[src/rtl/controle_pc.sv]
// Multicycle PC-update sequencer: fetch with memory-latency wait, decode,
// then one branch/jump/exec/exception cycle. Outputs are a Moore decode of state.
module controle_pc #(
    parameter int         MEM_LAT     = 1,
    parameter logic [1:0] EXC_VEC_SEL = 2'b11
) (
    input  logic       clk,
    input  logic       reset,
    input  logic [5:0] opcode,
    output logic       pc_write,
    output logic       pc_write_cond,
    output logic       cond_inv,
    output logic [1:0] pc_source,
    output logic       ir_write,
    output logic       mem_read,
    output logic       epc_write,
    output logic [2:0] estado
);

    localparam logic [2:0] FETCH    = 3'd0;
    localparam logic [2:0] FETCH_WR = 3'd1;
    localparam logic [2:0] DECODE   = 3'd2;
    localparam logic [2:0] BRANCH   = 3'd3;
    localparam logic [2:0] JUMP     = 3'd4;
    localparam logic [2:0] EXEC     = 3'd5;
    localparam logic [2:0] EXCECAO  = 3'd6;

    localparam logic [3:0] CNT_LAST = 4'(MEM_LAT - 1);

    logic [2:0] state, next_state;
    logic [3:0] cnt;
    logic [5:0] op_lat;

    always_ff @(posedge clk or posedge reset) begin
        if (reset) begin
            state  <= FETCH;
            cnt    <= 4'd0;
            op_lat <= 6'd0;
        end else begin
            state <= next_state;
            if (state == FETCH && cnt != CNT_LAST)
                cnt <= cnt + 4'd1;
            else
                cnt <= 4'd0;
            // Branch polarity comes from this copy so later IR changes are ignored
            if (state == DECODE)
                op_lat <= opcode;
        end
    end

    always_comb begin
        next_state = FETCH;
        case (state)
            FETCH:    next_state = (cnt == CNT_LAST) ? FETCH_WR : FETCH;
            FETCH_WR: next_state = DECODE;
            DECODE: begin
                case (opcode)
                    6'h04, 6'h05:               next_state = BRANCH;
                    6'h02, 6'h03:               next_state = JUMP;
                    6'h00, 6'h08, 6'h23, 6'h2B: next_state = EXEC;
                    default:                    next_state = EXCECAO;
                endcase
            end
            default:  next_state = FETCH;
        endcase
    end

    always_comb begin
        pc_write      = 1'b0;
        pc_write_cond = 1'b0;
        cond_inv      = 1'b0;
        pc_source     = 2'b00;
        ir_write      = 1'b0;
        mem_read      = 1'b0;
        epc_write     = 1'b0;
        case (state)
            FETCH:    mem_read = 1'b1;
            FETCH_WR: begin
                ir_write = 1'b1;
                pc_write = 1'b1;
            end
            BRANCH: begin
                pc_write_cond = 1'b1;
                pc_source     = 2'b01;
                cond_inv      = (op_lat == 6'h05);
            end
            JUMP: begin
                pc_write  = 1'b1;
                pc_source = 2'b10;
            end
            EXCECAO: begin
                epc_write = 1'b1;
                pc_write  = 1'b1;
                pc_source = EXC_VEC_SEL;
            end
            default: ;
        endcase
    end

    assign estado = state;

endmodule

[config.mk]
export PLATFORM = sky130hd
export DESIGN_NAME = controle_pc
export DESIGN_NICKNAME = d
export VERILOG_FILES = /design/src/rtl/controle_pc.sv
export SDC_FILE = /design/constraint.sdc
export NUM_CORES = 1
export LEC_CHECK = 0
export ABC_AREA = 1
export ABC_CLOCK_PERIOD_IN_PS = 3300
export BUFFER_PORTS_ARGS = -buffer_cell sky130_fd_sc_hd__buf_2
export CAP_MARGIN = 10
export CORE_AREA = 4 4 41 43
export DETAILED_ROUTE_END_ITERATION = 8
export DIE_AREA = 0 0 45 47
export PLACE_DENSITY = 0.82
export SYNTH_ARGS = -nofsm -noshare
export SYNTH_HDL_FRONTEND = slang
export SYNTH_SLANG_ARGS = --single-unit
[constraint.sdc]
create_clock -name clk -period 3.3 [get_ports clk]
set_clock_uncertainty 0.05 [all_clocks]
set_input_delay 0.495 -clock clk [delete_from_list [all_inputs] [get_ports clk]]
set_output_delay 0.495 -clock clk [all_outputs]
set_load 0.02 [all_outputs]
==> out/qor.csv, run 1 <==
metric;value;unit
insertion_delay;0.27;ns
yosysMostFrequentCell;nand2_1;
fin_ws;1.34;ns
wl_per_cell;11.0;um
cpMaxStageDelayCell;dfrtp_1;
p_per_area;825;nW/um^2
start_util;0.512;
cap_violations;0;
cp-end-kind;primary output;
vias;592;
drt_iter0_markers;14;
fillers;114;
tightest_slew;0.485;ns
post_cts_buffers;0;
synth.cell_area;666;um^2
synth_top_cell_by_area;dfrtp_1;
ys_async_sr_fraction;1.00;
grt.overflow.total;0;
grt_pass1_wl;2270;um
postRouteAntennaNets;0;
antenna_found_initial;0;
start_kind;flip-flop;
p_leak;0.462;nW
ys_seq_area_frac;0.489;
numCtsBuffers;3;
period_needed;1.96;ns
cp.arrival;1.42;ns
cp_data_required_time;2.75;ns
ctsResizeCount;0;
rows;13;
relSlewSlack;0.676;
worst-path-max-fanout;5;
postPlaceCellArea;774;um^2
route.detailed.drc;0;
yosys-top-cells-count;nand2_1, inv_1, dfrtp_1, nor2_1;
cts_sinks;13;
synth_top_area_frac;0.489;
synth_edf_count;0;
syn_nets;95;
place_ws;1.64;ns
cts.clk_slew.worst_paths;0.08;ns
die_w;45;um
hold_class;in -> async;
drt_pass1_iterations;2;
cts_tree;yes;
setup-violations-final;0;
synth.area.top_cells;dfrtp_1, nand2_1, inv_1;
via_per_inst;4.85;
max_freq;510;MHz
drv_slew;0;
core-area;1300;um^2
ctsHoldBuffers;0;
area_delta_synth_final;20.3;%
clockBufferDepth;2;
crit_chain;inv_2, nand3_1, nor4_1, buf_2;
hold_viol_final;0;
fp.dieArea;2120;um^2
run_status;finished, final reports clean;
antenna_cells;0;
grt_usage;0.156;
grt_pass1_vias;557;
io_pins;19;
placed_cells;118;
place.gp.congestion;0.839;
ir_drop;0.339;mV
cts_root_buf;clkbuf_4;
synth-main-ff-cell;dfrtp_1;
ys_ff_latch;13;
port-buffer-count;18;
syn_inst;85;
routed_wirelength;1340;um
die_y;47;um
grt_setup_unrepaired;no;
final_cell_area;801;um^2
post_layout_nonfiller_instances;122;
grt_max_degree;14;
fin_crit_sh;0.594;
nNetsFinal;118;
crit_path_max_incr_delay;0.47;ns
tns;0;ns
yosysWarnings;0;
place_hpwl;1070;um
crit_type;reg -> out;
synthesis.area_per_instance;7.83;um^2
ys_types;17;
htree_levels;1;
drive_above_1_share;0.252;
==> stage by stage <==
stage | total power, mW | hold slack [ns] | util
6_report | 0.660 | 0.178 | 0.615
5_1_grt | 0.707 | 0.223 | 0.615
4_1_cts | 0.665 | 0.191 | 0.615
3_5_place_dp | 0.568 | 0.410 | 0.595
3_3_place_gp | 0.554 | 0.409 | 0.595
2_1_floorplan | 0.467 | 0.322 | -
==> area by class of cell <==
class                      count  area [um^2]  area share
sequential                    13          325       0.406
multi-input combinational     53          269       0.336
timing repair buffer          18         90.1       0.112
inverter                      19         71.3      0.0891
clock buffer                   4         26.3      0.0328
tap                           15         18.8      0.0234
==> sequential cells by signal, indices dropped and copies added (netlist names) <==
register	flops
cnt	4
estado	3
op_lat	6
==> layer usage <==
metal / global-route usage / up-vias / share of wire
met5: 0 / - / 0
met4: 0.105 / 0 / 0.013
met3: 0.0460 / 2 / 0.054
met2: 0.257 / 15 / 0.49
met1: 0.176 / 272 / 0.45
li1: - / 303 / -
==> where the power goes <==
group          internal, mW  switching (mW)  total [mW]
Combinational        0.0970           0.203       0.300
Sequential            0.213          0.0513       0.265
Clock                0.0468          0.0488      0.0956
Total                 0.357           0.303       0.660
==> worst max-delay path, delay by kind of cell, from the launching register on <==
kind | cells | cell delay [ns]
AND/OR/NAND/NOR | 2 | 0.35
buffers and inverters | 2 | 0.33
flip-flops | 1 | 0.47
==> cells by family after synthesis <==
| kind of cell | after synthesis | synth area share |
|---|---|---|
| simple gates | 43 | 0.295 |
| buf+inv | 19 | 0.107 |
| flops | 13 | 0.489 |
| compound gates | 6 | 0.0451 |
| xor+xnor | 2 | 0.0263 |
| fa+ha+maj | 2 | 0.0376 |
==> path summary, 6_finish.rpt <==
path | startpoint | end | slack, ns | depth (start not counted)
setup / recovery | estado[2] | cond_inv | 1.34 | 4
hold / removal | reset | cnt[3] | 0.18 | 2
setup reg to reg | estado[0] | op_lat[5] | 2.07 | 6
hold reg to reg | op_lat[4] | op_lat[4] | 0.44 | 2
max in group asynchronous | reset | op_lat[1] | 2.69 | 2
min in group clk | opcode[4] | op_lat[4] | 0.40 | 3
==> cell usage in the layout (no fill, tap or decap), drive strengths merged <==
cell / instances
nor4: 1
nor2: 11
xor2: 1
nand4: 4
inv: 19
nand3: 4
o21ai: 6
buf: 18
nand2: 21
clkbuf: 4
ha: 2
nor3: 2
dfrtp: 13
xnor2: 1
Note: power is estimated with default switching activity, not from simulation.
==> run 2: changes to the inputs <==
==> config.mk (replaced) <==
export PLATFORM = sky130hd
export DESIGN_NAME = controle_pc
export DESIGN_NICKNAME = d
export VERILOG_FILES = /design/src/rtl/controle_pc.sv
export SDC_FILE = /design/constraint.sdc
export NUM_CORES = 1
export LEC_CHECK = 0
export ABC_AREA = 1
export ABC_CLOCK_PERIOD_IN_PS = 1900
export BUFFER_PORTS_ARGS = -buffer_cell sky130_fd_sc_hd__buf_2
export CAP_MARGIN = 10
export CORE_MARGIN = 4
export CORE_UTILIZATION = 48
export DETAILED_ROUTE_END_ITERATION = 8
export PLACE_DENSITY = 0.8
export SYNTH_ARGS = -nofsm -noshare
export SYNTH_HDL_FRONTEND = slang
export SYNTH_SLANG_ARGS = --single-unit
==> constraint.sdc (replaced) <==
create_clock -name clk -period 1.9 [get_ports clk]
set_clock_uncertainty 0.05 [all_clocks]
set_input_delay 0.285 -clock clk [delete_from_list [all_inputs] [get_ports clk]]
set_output_delay 0.285 -clock clk [all_outputs]
set_load 0.02 [all_outputs]
==> out/qor.csv, run 2 (synthesis gave the netlist of run 1 again) <==
metric;value;unit;change
relSlewSlack;0.667;;was 0.676
critical_path_buf_inv_count;2;;unchanged
drive_above_1_share;0.250;;was 0.252
die_w;45.2;um;was 45 um
cts.clk_slew.worst_paths;0.08;ns;about the same
insertion_delay;0.27;ns;about the same
top_register;op_lat;;unchanged
io_pins;19;;unchanged
cpMaxStageDelayCell;dfrtp_1;;unchanged
final_common_cell;nand2_1;;unchanged
cp-end-kind;primary output;;unchanged
crit_chain;inv_2, nand3_1, nor4_1, buf_2;;unchanged
antenna_cells;0;;unchanged
cts_root_buf;clkbuf_4;;unchanged
place.gp.congestion;0.793;;was 0.839
crit_type;reg -> out;;unchanged
fin_util;0.623;;was 0.615
cts_tree;yes;;unchanged
crit_family;flip-flops;;unchanged
period_needed;1.73;ns;
cap_violations;0;;unchanged
port-buffer-count;18;;unchanged
ff2ff_setup_slack;0.70;ns;was 2.07 ns
cp_data_required_time;1.56;ns;was 2.75 ns
grt_pass1_vias;532;;was 557
grt.overflow.total;0;;unchanged
hold_viol_final;0;;unchanged
drt_iter0_markers;7;;was 14
ir_drop;0.732;mV;was 0.339 mV
cp.arrival;1.39;ns;was 1.42 ns
rows;13;;unchanged
ctsResizeCount;0;;unchanged
place_hpwl;1020;um;was 1070 um
postRouteAntennaNets;0;;unchanged
clockBufferDepth;2;;unchanged
tightest_slew;0.499;ns;was 0.485 ns
htree_levels;1;;unchanged
drv_slew;0;;unchanged
route.detailed.drc;0;;unchanged
min_to;op_lat[3];;
worst-path-max-fanout;5;;unchanged
max_freq;578;MHz;
p_leak;0.466;nW;was 0.462 nW
grt_pass1_wl;2210;um;was 2270 um
layout_common_cells;nand2_1, buf_2, inv_1;;unchanged
multi_input_area;269;um^2;unchanged
r2r-end;op_lat[4];;was op_lat[5]
core-area;1300;um^2;unchanged
start_util;0.512;;unchanged
holdCritStartpoint;opcode[3];;
nNetsFinal;119;;was 118
p_per_area;1410;nW/um^2;was 825 nW/um^2
seqCellArea;325;um^2;unchanged
start_kind;flip-flop;;unchanged
routed_wirelength;1280;um;was 1340 um
fillers;124;;was 114
die_y;45.2;um;was 47 um
drt_pass1_iterations;4;;was 2
tns;0;ns;unchanged
largest_register_ffs;6;;unchanged
via_per_inst;4.67;;was 4.85
fp.dieArea;2050;um^2;was 2120 um^2
reg2reg_from;estado[0];;unchanged
setup-violations-final;0;;unchanged
hold_class;in -> reg;;was in -> async
cts_sinks;13;;unchanged
numCtsBuffers;3;;unchanged
holdPathStages;3;;
grt_usage;0.153;;was 0.156
vias;575;;was 592
crit_path_max_incr_delay;0.46;ns;was 0.47 ns
fin_crit_sh;0.910;;
grt_setup_unrepaired;no;;unchanged
run_status;finished, final reports clean;;unchanged
postPlaceCellArea;774;um^2;unchanged
rr_worst_depth;6;;unchanged
antenna_found_initial;0;;unchanged
grt_max_degree;14;;unchanged
wl_per_cell;10.4;um;was 11.0 um
final_cell_area;811;um^2;was 801 um^2
area_delta_synth_final;21.8;%;was 20.3%
==> run 2: where the power goes <==
group / total [mW] / leakage, nW / switching [mW] / internal (mW)
Sequential: 0.453 / 0.168 / 0.0826 / 0.370
Clock: 0.165 / 0.0150 / 0.0843 / 0.0812
Combinational: 0.521 / 0.283 / 0.351 / 0.170
Total: 1.14 / 0.466 / 0.518 / 0.622
==> run 2: area by class of cell <==
| class | instances | area share |
|---|---|---|
| Sequential cell | 13 | 0.401 |
| Inverter | 19 | 0.0880 |
| Multi-Input combinational cell | 53 | 0.332 |
| Clock buffer | 4 | 0.0324 |
| Tap cell | 15 | 0.0231 |
| Timing Repair Buffer | 19 | 0.123 |
==> run 2: worst max-delay path by stage <==
stage                         start       end  slack, ns  cells past startpoint
final                     estado[2]  cond_inv       0.17                      4
after detailed placement  estado[2]  cond_inv       0.48                      4
after global placement    estado[2]  cond_inv       0.51                      4
after floorplan           estado[0]  pc_write        0.1                      4
after global routing      estado[2]  cond_inv       0.07                      4
after CTS                 estado[2]  cond_inv       0.17                      4
==> run 2: tightest hold or removal path: cells and delay by family <==
kind	cells	cell delay, ns
and+or+nand+nor	1	0.04
AOI/OAI and AO/OA	1	0.05
buffers and inverters	1	0.09
==> run 2: repair_timing <==
action / CTS / global route
hold buffers: 1 / 0
setup endpoints to repair: 0 / 0
endpoints found under the hold margin: 13 / 0
buffers inserted: 0 / 0
==> run 2: metrics by stage <==
stage,hold slack (ns),instances,total power [mW],setup WS (ns)
floorplan,0.112,85,0.811,0.0998
global placement,0.279,118,0.963,0.507
detailed placement,0.282,118,0.981,0.477
CTS,0.185,123,1.15,0.169
global route,0.201,123,1.24,0.0654
finish,0.189,123,1.14,0.171
==> run 2: metal layers <==
metal / up-vias / share of wire / global-route usage
met1: 253 / 0.47 / 0.186
met2: 13 / 0.46 / 0.246
met5: - / 0 / 0
li1: 307 / - / -
met4: 0 / 0.012 / 0.105
met3: 2 / 0.055 / 0.0239
==> run 3: changes to the inputs <==
--- a/config.mk
+++ b/config.mk
@@ -6,7 +6,7 @@
 export NUM_CORES = 1
 export LEC_CHECK = 0
 export ABC_AREA = 1
-export ABC_CLOCK_PERIOD_IN_PS = 1900
+export ABC_CLOCK_PERIOD_IN_PS = 1800
 export BUFFER_PORTS_ARGS = -buffer_cell sky130_fd_sc_hd__buf_2
 export CAP_MARGIN = 10
 export CORE_MARGIN = 4
==> constraint.sdc (replaced) <==
create_clock -name clk -period 1.8 [get_ports clk]
set_clock_uncertainty 0.05 [all_clocks]
set_input_delay 0.27 -clock clk [delete_from_list [all_inputs] [get_ports clk]]
set_output_delay 0.27 -clock clk [all_outputs]
set_load 0.02 [all_outputs]
==> out/qor.csv, run 3 (synthesis gave the netlist of run 1 again) <==
metric;value;unit;change
hold_class;in -> reg;;unchanged
cpMaxStageDelayCell;dfrtp_2;;was dfrtp_1
cp_data_required_time;1.48;ns;was 1.56 ns
relSlewSlack;0.676;;was 0.667
routed_wirelength;1260;um;was 1280 um
layout_common_cells;nand2_1, buf_2, inv_1;;unchanged
max_freq;590;MHz;
grt_max_degree;14;;unchanged
core-area;1300;um^2;unchanged
via_per_inst;4.64;;was 4.67
insertion_delay;0.27;ns;about the same
grt_pass1_wl;2100;um;was 2210 um
htree_levels;1;;unchanged
vias;571;;was 575
final_common_cell;nand2_1;;unchanged
grt_setup_unrepaired;no;;unchanged
multi_input_area;269;um^2;unchanged
clockBufferDepth;2;;unchanged
drive_above_1_share;0.259;;was 0.250
fillers;130;;was 124
cap_violations;0;;unchanged
grt.overflow.total;0;;unchanged
rows;13;;unchanged
io_pins;19;;unchanged
drv_slew;0;;unchanged
hold_viol_final;0;;unchanged
period_needed;1.70;ns;
postRouteAntennaNets;0;;unchanged
seqCellArea;327;um^2;was 325 um^2
critical_path_buf_inv_count;2;;unchanged
nNetsFinal;119;;unchanged
antenna_found_initial;0;;unchanged
die_y;45.2;um;unchanged
fp.dieArea;2050;um^2;unchanged
cp.arrival;1.38;ns;was 1.39 ns
fin_ws;0.105;ns;was 0.171 ns
top_register;op_lat;;unchanged
setup-violations-final;0;;unchanged
port-buffer-count;18;;unchanged
grt_pass1_vias;514;;was 532
cts_tree;yes;;unchanged
place_ws;0.390;ns;was 0.477 ns
die_w;45.2;um;unchanged
p_per_area;1480;nW/um^2;was 1410 nW/um^2
antenna_cells;0;;unchanged
tns;0;ns;unchanged
crit_path_max_incr_delay;0.46;ns;about the same
cp-end-kind;primary output;;unchanged
crit_family;flip-flops;;unchanged
ir_drop;0.715;mV;was 0.732 mV
cts_sinks;13;;unchanged
numCtsBuffers;3;;unchanged
route.detailed.drc;0;;unchanged
start_util;0.512;;unchanged
fin_crit_sh;0.942;;
place_hpwl;1010;um;was 1020 um
drt_pass1_iterations;5;;was 4
start_kind;flip-flop;;unchanged
cts_root_buf;clkbuf_4;;unchanged
drt_iter0_markers;5;;was 7
tightest_slew;0.485;ns;was 0.499 ns
grt_usage;0.148;;was 0.153
cts.clk_slew.worst_paths;0.08;ns;about the same
wl_per_cell;10.3;um;was 10.4 um
run_status;finished, final reports clean;;unchanged
largest_register_ffs;6;;unchanged
worst-path-max-fanout;5;;unchanged
p_leak;0.465;nW;was 0.466 nW
place.gp.congestion;0.793;;unchanged
crit_type;reg -> out;;unchanged
crit_chain;inv_2, nand3_1, nor4_1, buf_2;;unchanged
area_delta_synth_final;22.0;%;was 21.8%
==> run 3: cell count changes in the layout (fill, tap and decap cells not counted) <==
cell,previous run,this run
dfrtp_1,13,12
dfrtp_2,0,1
==> run 3: worst min-delay path, stage by stage <==
cell     delay (ns)
buf_2          0.09
nand2_1        0.04
o21ai_0        0.05
==> run 3: layer usage <==
metal / up-vias / track usage / routed length [um]
met5: - / 0 / 0
li1: 308 / - / -
met2: 13 / 0.234 / 573
met1: 246 / 0.173 / 591
met4: 0 / 0.123 / 30
met3: 4 / 0.0239 / 65
==> run 3: repair_timing <==
action,CTS,global route
setup buffers,0,0
endpoints found under the setup margin,0,1
resized for setup,0,1
endpoints found under the hold margin,13,0
hold buffers,1,0
==> run 3: report_power, final <==
| group | leakage, nW | internal (mW) | switching, mW |
|---|---|---|---|
| logic | 0.283 | 0.180 | 0.369 |
| clock network | 0.0150 | 0.0858 | 0.0876 |
| registers | 0.167 | 0.393 | 0.0865 |
| total | 0.465 | 0.659 | 0.543 |
==> run 3: path summary, 6_finish.rpt <==
path / start / end / slack [ns] / cells after the start
setup / recovery: estado[2] / cond_inv / 0.10 / 4
hold / removal: opcode[3] / op_lat[3] / 0.17 / 3
setup reg to reg: estado[0] / op_lat[4] / 0.60 / 6
hold reg to reg: cnt[0] / cnt[0] / 0.44 / 1
max in group asynchronous: reset / estado[2] / 0.83 / 3
min in group asynchronous: reset / op_lat[4] / 0.52 / 3
==> run 3: final cells by class <==
class,instances,area share
timing repair buffer,19,0.123
sequential,13,0.402
inverter,19,0.0878
tap,15,0.0231
multi-input combinational,53,0.331
clock buffer,4,0.0324
==> run 3: per-stage QoR <==
stage	instances	area [um^2]	util	power, mW	hold WS, ns
final	123	812	0.624	1.20	0.174
after global routing	123	812	0.624	1.29	0.191
after CTS	123	811	0.623	1.22	0.162
after detailed placement	118	774	0.595	1.04	0.273
after global placement	118	774	0.595	1.02	0.264
after floorplan	85	666	-	0.856	0.0970
